<file path="src/rtl/adder_pkg.sv">
// Shared definitions for the wide sequential adder: chunk width, FSM states
// and index sizing.
package adder_pkg;

    localparam int CHUNK_W = 32;

    typedef enum logic [1:0] {
        IDLE = 2'd0,
        RUN  = 2'd1,
        DONE = 2'd2
    } state_t;

    // A chunk index needs at least one bit, even when there is only one chunk.
    function automatic int idx_w(input int words);
        return (words > 1) ? $clog2(words) : 1;
    endfunction

endpackage

</file>
<file path="src/rtl/wide_add_seq_if.sv">
// Operand and result handshakes of the wide sequential adder.
interface wide_add_seq_if #(
    parameter int WORDS = 4
);
    logic                  in_valid;
    logic                  in_ready;
    logic [WORDS*32-1:0]   A;
    logic [WORDS*32-1:0]   B;
    logic                  Cin;
    logic                  out_valid;
    logic                  out_ready;
    logic [WORDS*32-1:0]   S;
    logic                  Cout;

    modport master (
        output in_valid, A, B, Cin, out_ready,
        input  in_ready, out_valid, S, Cout
    );

    modport slave (
        input  in_valid, A, B, Cin, out_ready,
        output in_ready, out_valid, S, Cout
    );
endinterface

</file>
<file path="src/rtl/CSLA32Bit.sv">
// 32-bit carry-select adder: the upper half is precomputed for both carry
// values and chosen by the carry out of the lower half.
module CSLA32Bit (
    input  logic [31:0] A,
    input  logic [31:0] B,
    input  logic        Cin,
    output logic [31:0] S,
    output logic        Cout
);
    logic [16:0] lo;
    logic [16:0] hi0;
    logic [16:0] hi1;

    assign lo  = {1'b0, A[15:0]}  + {1'b0, B[15:0]}  + {16'b0, Cin};
    assign hi0 = {1'b0, A[31:16]} + {1'b0, B[31:16]};
    assign hi1 = {1'b0, A[31:16]} + {1'b0, B[31:16]} + 17'd1;

    assign S    = {(lo[16] ? hi1[15:0] : hi0[15:0]), lo[15:0]};
    assign Cout = lo[16] ? hi1[16] : hi0[16];
endmodule

</file>
<file path="src/rtl/wide_add_seq.sv">
// Adds two WORDS x 32-bit operands by streaming them LSW first through one
// 32-bit carry-select adder, chaining the carry between chunks.
module wide_add_seq
    import adder_pkg::*;
#(
    parameter int WORDS = 4
) (
    input  logic          clk,
    input  logic          rst,
    wide_add_seq_if.slave bus
);
    localparam int W  = WORDS * CHUNK_W;
    localparam int IW = idx_w(WORDS);
    localparam logic [IW-1:0] LAST = IW'(WORDS - 1);

    state_t          state;
    state_t          state_nxt;
    logic [IW-1:0]   idx;
    logic [W-1:0]    a_buf;
    logic [W-1:0]    b_buf;
    logic [W-1:0]    s_reg;
    logic            carry;
    logic            cout_reg;
    logic            in_rdy;
    logic            out_vld;
    logic            accept;
    logic [CHUNK_W-1:0] add_s;
    logic            add_c;

    always_ff @(posedge clk or posedge rst) begin
        if (rst) state <= IDLE;
        else     state <= state_nxt;
    end

    always_comb begin
        state_nxt = state;
        in_rdy    = 1'b0;
        out_vld   = 1'b0;
        case (state)
            IDLE: begin
                in_rdy = 1'b1;
                if (bus.in_valid) state_nxt = RUN;
            end
            RUN: begin
                if (idx == LAST) state_nxt = DONE;
            end
            DONE: begin
                out_vld = 1'b1;
                if (bus.out_ready) state_nxt = IDLE;
            end
            default: state_nxt = IDLE;
        endcase
    end

    // in_ready must read low for as long as reset is held, not just after it.
    assign bus.in_ready  = in_rdy & ~rst;
    assign bus.out_valid = out_vld;
    assign bus.S         = s_reg;
    assign bus.Cout      = cout_reg;
    assign accept        = in_rdy & bus.in_valid;

    // The low chunk of each operand buffer always feeds the adder.
    CSLA32Bit u_csla (
        .A    (a_buf[CHUNK_W-1:0]),
        .B    (b_buf[CHUNK_W-1:0]),
        .Cin  (carry),
        .S    (add_s),
        .Cout (add_c)
    );

    always_ff @(posedge clk or posedge rst) begin
        if (rst) begin
            a_buf    <= '0;
            b_buf    <= '0;
            s_reg    <= '0;
            carry    <= 1'b0;
            cout_reg <= 1'b0;
            idx      <= '0;
        end else if (accept) begin
            a_buf <= bus.A;
            b_buf <= bus.B;
            carry <= bus.Cin;
            idx   <= '0;
        end else if (state == RUN) begin
            a_buf <= a_buf >> CHUNK_W;
            b_buf <= b_buf >> CHUNK_W;
            s_reg[idx*CHUNK_W +: CHUNK_W] <= add_s;
            carry <= add_c;
            if (idx == LAST) begin
                cout_reg <= add_c;
                idx      <= '0;
            end else begin
                idx <= idx + 1'b1;
            end
        end
    end
endmodule

</file>
<file path="src/flat_wrapper.sv">
// flat-port wrapper written by rule: the top's interface ports become plain ports
module wide_add_seq_flat import adder_pkg::*;
#(
    parameter int WORDS = 4
)
  (clk, rst, bus_in_valid, bus_A, bus_B, bus_Cin, bus_out_ready, bus_in_ready, bus_out_valid, bus_S, bus_Cout);
  wide_add_seq_if #(.WORDS(WORDS)) bus_i ();
  input  logic clk;
  input  logic rst;
  input wire logic [$bits(bus_i.in_valid)-1:0] bus_in_valid;
  input wire logic [$bits(bus_i.A)-1:0] bus_A;
  input wire logic [$bits(bus_i.B)-1:0] bus_B;
  input wire logic [$bits(bus_i.Cin)-1:0] bus_Cin;
  input wire logic [$bits(bus_i.out_ready)-1:0] bus_out_ready;
  output wire logic [$bits(bus_i.in_ready)-1:0] bus_in_ready;
  output wire logic [$bits(bus_i.out_valid)-1:0] bus_out_valid;
  output wire logic [$bits(bus_i.S)-1:0] bus_S;
  output wire logic [$bits(bus_i.Cout)-1:0] bus_Cout;
  assign bus_i.in_valid = bus_in_valid;
  assign bus_i.A = bus_A;
  assign bus_i.B = bus_B;
  assign bus_i.Cin = bus_Cin;
  assign bus_i.out_ready = bus_out_ready;
  assign bus_in_ready = bus_i.in_ready;
  assign bus_out_valid = bus_i.out_valid;
  assign bus_S = bus_i.S;
  assign bus_Cout = bus_i.Cout;
  wide_add_seq #(.WORDS(WORDS)) u_core (.clk(clk), .rst(rst), .bus(bus_i));
endmodule
</file>
<file path="config.mk">
export PLATFORM = sky130hd
export DESIGN_NAME = wide_add_seq_flat
export DESIGN_NICKNAME = d
export VERILOG_FILES = /design/src/rtl/adder_pkg.sv /design/src/rtl/wide_add_seq_if.sv /design/src/rtl/CSLA32Bit.sv /design/src/rtl/wide_add_seq.sv /design/src/flat_wrapper.sv
export SDC_FILE = /design/constraint.sdc
export NUM_CORES = 1
export LEC_CHECK = 0
export CAP_MARGIN = 30
export CORE_MARGIN = 5
export CORE_UTILIZATION = 65
export CTS_CLUSTER_SIZE = 8
export DETAILED_ROUTE_END_ITERATION = 10
export DONT_BUFFER_PORTS = 1
export PLACE_DENSITY = 0.81
export SLEW_MARGIN = 20
export SYNTH_ARGS = -nofsm -noshare
export SYNTH_HDL_FRONTEND = slang
export SYNTH_HIERARCHICAL = 1
export SYNTH_SLANG_ARGS = --single-unit
</file>
<file path="constraint.sdc">
create_clock -name clk -period 21.9 [get_ports clk]
set_clock_uncertainty 0.1 [all_clocks]
set_input_delay 4.38 -clock clk [delete_from_list [all_inputs] [get_ports clk]]
set_output_delay 4.38 -clock clk [all_outputs]
set_load 0.01 [all_outputs]
</file>
# After elaboration in Yosys (flattened, before gate mapping)

Index checks and enable logic that the tools add are counted.

Bits in registers: 390
Bits in latches: 0
Bits in writable memories: 0
Memory bits (read-only): 0
Input bits: 261
Output and inout bits: 131
Logic and storage cells: 48
Memories kept: 0

$add $sub $neg: 6
Multiply operators: 0
Divide/modulo/power cells: 0
Magnitude comparators: 0
Equality and inequality tests: 6
Shift operators: 2
Mux-type cells: 18
Bitwise gates (word level): 4
Reductions and logical operators: 5

Operator list:

| operator                                                 | number |
|---|---|
| two-way mux 128 bit                                      | 4 |
| bitwise mux 128 bit                                      | 1 |
| variable shift 32 x 34 -> 128 bit (first input constant) | 1 |
| variable part select 32 x 34 -> 128 bit                  | 1 |
| adder 16 x 16 -> 17 bit                                  | 2 |
| negator 7 -> 34 bit                                      | 1 |
| adder 17 x 1 -> 17 bit                                   | 1 |
| adder 17 x 1 -> 17 bit (second input constant)           | 1 |
| two-way mux 16 bit                                       | 1 |
| two-way mux 2 bit                                        | 6 |
| != test 2 bit (second input constant)                    | 3 |
| one-hot mux 2 bit (3 select lines)                       | 1 |
| AND reduction 3 bit                                      | 2 |
| two-way mux 1 bit                                        | 5 |
| equality test 2 bit (second input constant)              | 2 |
| adder 2 x 1 -> 2 bit (second input constant)             | 1 |
| bitwise AND 1 bit                                        | 2 |
| equality test 2 x 1 -> 1 bit (second input constant)     | 1 |
| zero test 2 bit                                          | 1 |
| NOT 1 bit                                                | 2 |
| AND reduction 2 bit                                      | 1 |
| nonzero test 2 bit                                       | 1 |

# Longest topological paths before layout

Depth in word-level cells: 5
Mapped depth: 14
Depth with buffers taken out: 14

# Hierarchy

The synthesis kept the hierarchy.

Modules (own cells, without submodules):

| module       | instances | cells each | area an instance (µm²) | sequential area each (µm²) |
|---|---|---|---|---|
| wide_add_seq | 1         | 1833       | 17907.2                | 9759.4 |
| CSLA32Bit    | 1         | 233        | 1759.2                 | 0.0 |

# Worst setup path after synthesis

No wires, ideal clock.

Path kind: input-to-output
From: in rst
To: out bus_in_ready
Data arrival time: 4.549 ns
Required time: 17.420 ns
Slack: 12.871 ns
Stages: 1
Path buffers: 0
Cells stage by stage: nor2_1

Cells in the longest elaborated chain, start to end: 2

Ends and longest elaborated chain:

| item              | RTL line           | source |
|---|---|---|
| start, declared   | flat_wrapper.sv:9  | `input logic rst;` |
| NOT 1 bit         | wide_add_seq.sv:56 | `assign bus.in_ready = in_rdy & ~rst;` |
| bitwise AND 1 bit | wide_add_seq.sv:56 |  |
| end, declared     | flat_wrapper.sv:15 | `output wire logic [$bits(bus_i.in_ready)-1:0] bus_in_ready;` |

No other way between the ends.

# Final worst setup path

Same ends and word-level chain as after synthesis.

==> metrics.yaml <==
cts_tree: "done"
synth_compound_area_frac: 0.119
yosysSeqAreaShare: 0.496
post_cts_resize_count: 0
grt_util_all_layers: 0.322
comb_power_share: 0.474
share_seq_of_total_power: 0.340
critical_path.max_stage_delay_ns: 0.19
power.ir.vdd_worst_mv: 0.0992
yosysUniqueCellTypes: 60
post_cts_setup_driven_buffer_insertion_count: 0
p_leak_nw: 8.71
postCtsHoldBufs: 0
tightestPinTransition_ns: 0.966
clock-sinks: 390
yosys_most_used_dff: "sky130_fd_sc_hd__dfrtp_1"
multi_input_comb_area_um2: 8910
hold_violations: 0
post-synth-top-area-cell: "sky130_fd_sc_hd__dfrtp_1"
gp_congestion: 0.895
critPathLaunchType: "input port"
syn-instance-count: 2066
post-route-drc-count: 0
layout-drive-gt1-share: 0.103
post-place-ws_ns: 12.84
first_pass_grt_wire_length_mm: 86.5
rsz0062_at_grt: "false"
cts_inserted_buffers: 54
net-switching-power_w: 0.00174
min_path_type: "reg2reg"
power_per_cell_area_nw_per_um2: 182
final_period_minus_worst_setup_slack_ns: 9.05
post_synth_fa_ha_maj_area_fraction: 0.0272
synth.top_cells.by_count: "390 x sky130_fd_sc_hd__dfrtp_1, 329 x sky130_fd_sc_hd__nand2_1, 245 x sky130_fd_sc_hd__nor2_1, 196 x sky130_fd_sc_hd__nor3b_1, 137 x sky130_fd_sc_hd__nor3_1"
finalSetupViolCount: 0
routed_via_density: 6.41
route.antenna.remaining_nets: 0
dp_hpwl_mm: 38.6
flip_flop_and_latch_area_um2: 9770
worst_ep_arrival_time_ns: 4.57
core_area_um2: 29800
total_negative_slack_ns: 0
combinational_family_with_the_most_area_after_synthesis: "simple AND/OR/NAND/NOR gates"
netlist_area_um2: 19700
cts-root-buf: "sky130_fd_sc_hd__clkbuf_16"
max-cap-violations: 0
syn_warnings: 6
timing.critical_path.max_delay_family: "simple AND/OR/NAND/NOR gates"
switching_share: 0.453
final_net_count: 2293
final_max_slew_viol_count: 0
flow.area_growth_from_synthesis_pct: 7.06
synth-edff-count: 0
fin_total_pwr_w: 0.00383
critical-path-slowest-cell: "sky130_fd_sc_hd__nor2_1"
cell_internal_pwr_w: 0.00209
parity_gate_share_of_the_synthesized_area_counting_xor_and_xnor_cells: 0.0183
worst_skew_pair.late_latency_ns: 0.56
num_rows: 63
syn-mean-instance-area_um2: 9.52
post_synth_mux_area_share: 0.00115
final_critical_path_setup_slack_ns: 12.85
worst_ep_required_time_ns: 17.42
fillCellCount: 2186
critical_path.cell_chain: "nor2_1"
final_min_period_over_clock_period: 0.413
routedWlPerCell_um: 23.6
boundaryPins: 392
clk_path_buf_depth: 3
grt_pass1_vias: 15100
timing_worst_setup_path_type: "in2out"
clock_transition_at_the_registers_of_the_reported_paths_ns: 0.05
status: "complete, no violations"
synth_top_cell_area_share: 0.496
synth.most_common_cell: "sky130_fd_sc_hd__dfrtp_1"
slew_headroom: 0.356
synth_simple_gate_area_frac: 0.286
grt_antenna_before_repair: 2
worst_setup_path_end_kind: "output pin"
critPathBufInv: 0
detail_route.first_pass.iterations: 5
synthesized_flop_and_latch_total: 390
synth.top_cells.by_area: "sky130_fd_sc_hd__dfrtp_1 50%, sky130_fd_sc_hd__nor3b_1 7.5%, sky130_fd_sc_hd__nand2_1 6.3%"
start_util: 0.660
place.port_buffers: 0
worst-path-max-fanout: 2
via_count: 15300
floorplan.die_area_um2: 33800
grt_start_max_net_pins: 170
mappedNetlistNets: 2368
chipHeight_um: 184
power.clock.fraction: 0.186
htree_levels: 2
drt_first_iter_violations: 1407
ys_async_sr_fraction: 1.00
grt_overflow: 0
die_width_um: 184
drt-total-wl_mm: 56.2
clock.fmax_mhz: 110
flip-flops by register name, summed over array words and instances, names as in the netlist:
| register | count |
|---|---|
| u_core/carry | 1 |
| u_core/idx | 2 |
| u_core/a_buf | 128 |
| u_core/bus.S | 128 |
| u_core/b_buf | 128 |
| u_core/bus.Cout | 1 |
| u_core/state | 2 |
cell type report:
cell class	instances	area share
Sequential cell	390	0.464
Antenna cell	3	0.000357
Inverter	52	0.00963
Clock inverter	1	0.000773
Tap cell	390	0.0232
Clock buffer	58	0.0649
Timing Repair Buffer	27	0.0142
Multi-Input combinational cell	1466	0.423
metrics by stage:
stage | cell area (µm²) | utilization | std cells | hold WS [ns]
6_report | 21100 | 0.707 | 2387 | 0.422
3_5_place_dp | 19600 | 0.657 | 2322 | 0.412
4_1_cts | 21000 | 0.704 | 2381 | 0.421
2_1_floorplan | 19700 | - | 2066 | 0.386
3_3_place_gp | 19500 | 0.655 | 2319 | 0.392
5_1_grt | 21100 | 0.706 | 2385 | 0.428
layer usage:
layer  vias to the layer above  GRT usage  wire [µm]  part of all wire
met4                         2      0.107       1830             0.033
met3                       120     0.0904       5840              0.10
met5                         -          0         13           0.00023
met1                      7390      0.434      22100              0.39
met2                       796      0.509      26500              0.47
li1                       6984          -          -                 -
path summary, 6_finish.rpt:
check,start,end,slack (ns),cells past startpoint
worst min-delay path,u_core/b_buf[96],u_core/b_buf[96],0.42,2
worst min register to register,u_core/b_buf[96],u_core/b_buf[96],0.42,2
worst max-delay path,rst,bus_in_ready,12.85,1
max in group asynchronous,rst,u_core/a_buf[120],16.45,4
worst max register to register,u_core/a_buf[0],u_core/bus.S[86],17.99,14
min in group asynchronous,rst,u_core/b_buf[39],3.68,1
cell families after synthesis:
| kind of cell | Yosys count |
|---|---|
| AOI/OAI and AO/OA | 357 |
| xor gates and xnor gates | 41 |
| adders and majority gates | 41 |
| buffers and inverters | 210 |
| DFF | 390 |
| muxes | 2 |
| and+or+nand+nor | 1025 |
power by group through the flow:
stage | Clock [W] | Sequential [W] | Combinational, W
after floorplan | 0 | 0.00119 | 0.00142
after global placement | 0 | 0.00130 | 0.00170
after detailed placement | 0 | 0.00131 | 0.00178
after CTS | 0.000723 | 0.00130 | 0.00179
after global routing | 0.000752 | 0.00133 | 0.00200
final | 0.000713 | 0.00130 | 0.00182
placed cells by master, fill, tap and decap left out, types with 28 or more instances in the layout:
| cell | n |
|---|---|
| sky130_fd_sc_hd__a22o_2 | 29 |
| sky130_fd_sc_hd__a311oi_1 | 34 |
| sky130_fd_sc_hd__clkbuf_16 | 54 |
| sky130_fd_sc_hd__dfrtp_1 | 388 |
| sky130_fd_sc_hd__ha_1 | 38 |
| sky130_fd_sc_hd__inv_1 | 51 |
| sky130_fd_sc_hd__nand2_1 | 329 |
| sky130_fd_sc_hd__nor2_1 | 244 |
| sky130_fd_sc_hd__nor3_1 | 137 |
| sky130_fd_sc_hd__nor3b_1 | 196 |
| sky130_fd_sc_hd__nor3b_2 | 70 |
| sky130_fd_sc_hd__o21ai_0 | 136 |
| sky130_fd_sc_hd__o21ai_1 | 36 |
| sky130_fd_sc_hd__o22ai_1 | 29 |
| sky130_fd_sc_hd__o32ai_1 | 28 |
| sky130_fd_sc_hd__xnor2_1 | 30 |
Note: power is estimated with default switching activity, not from simulation.
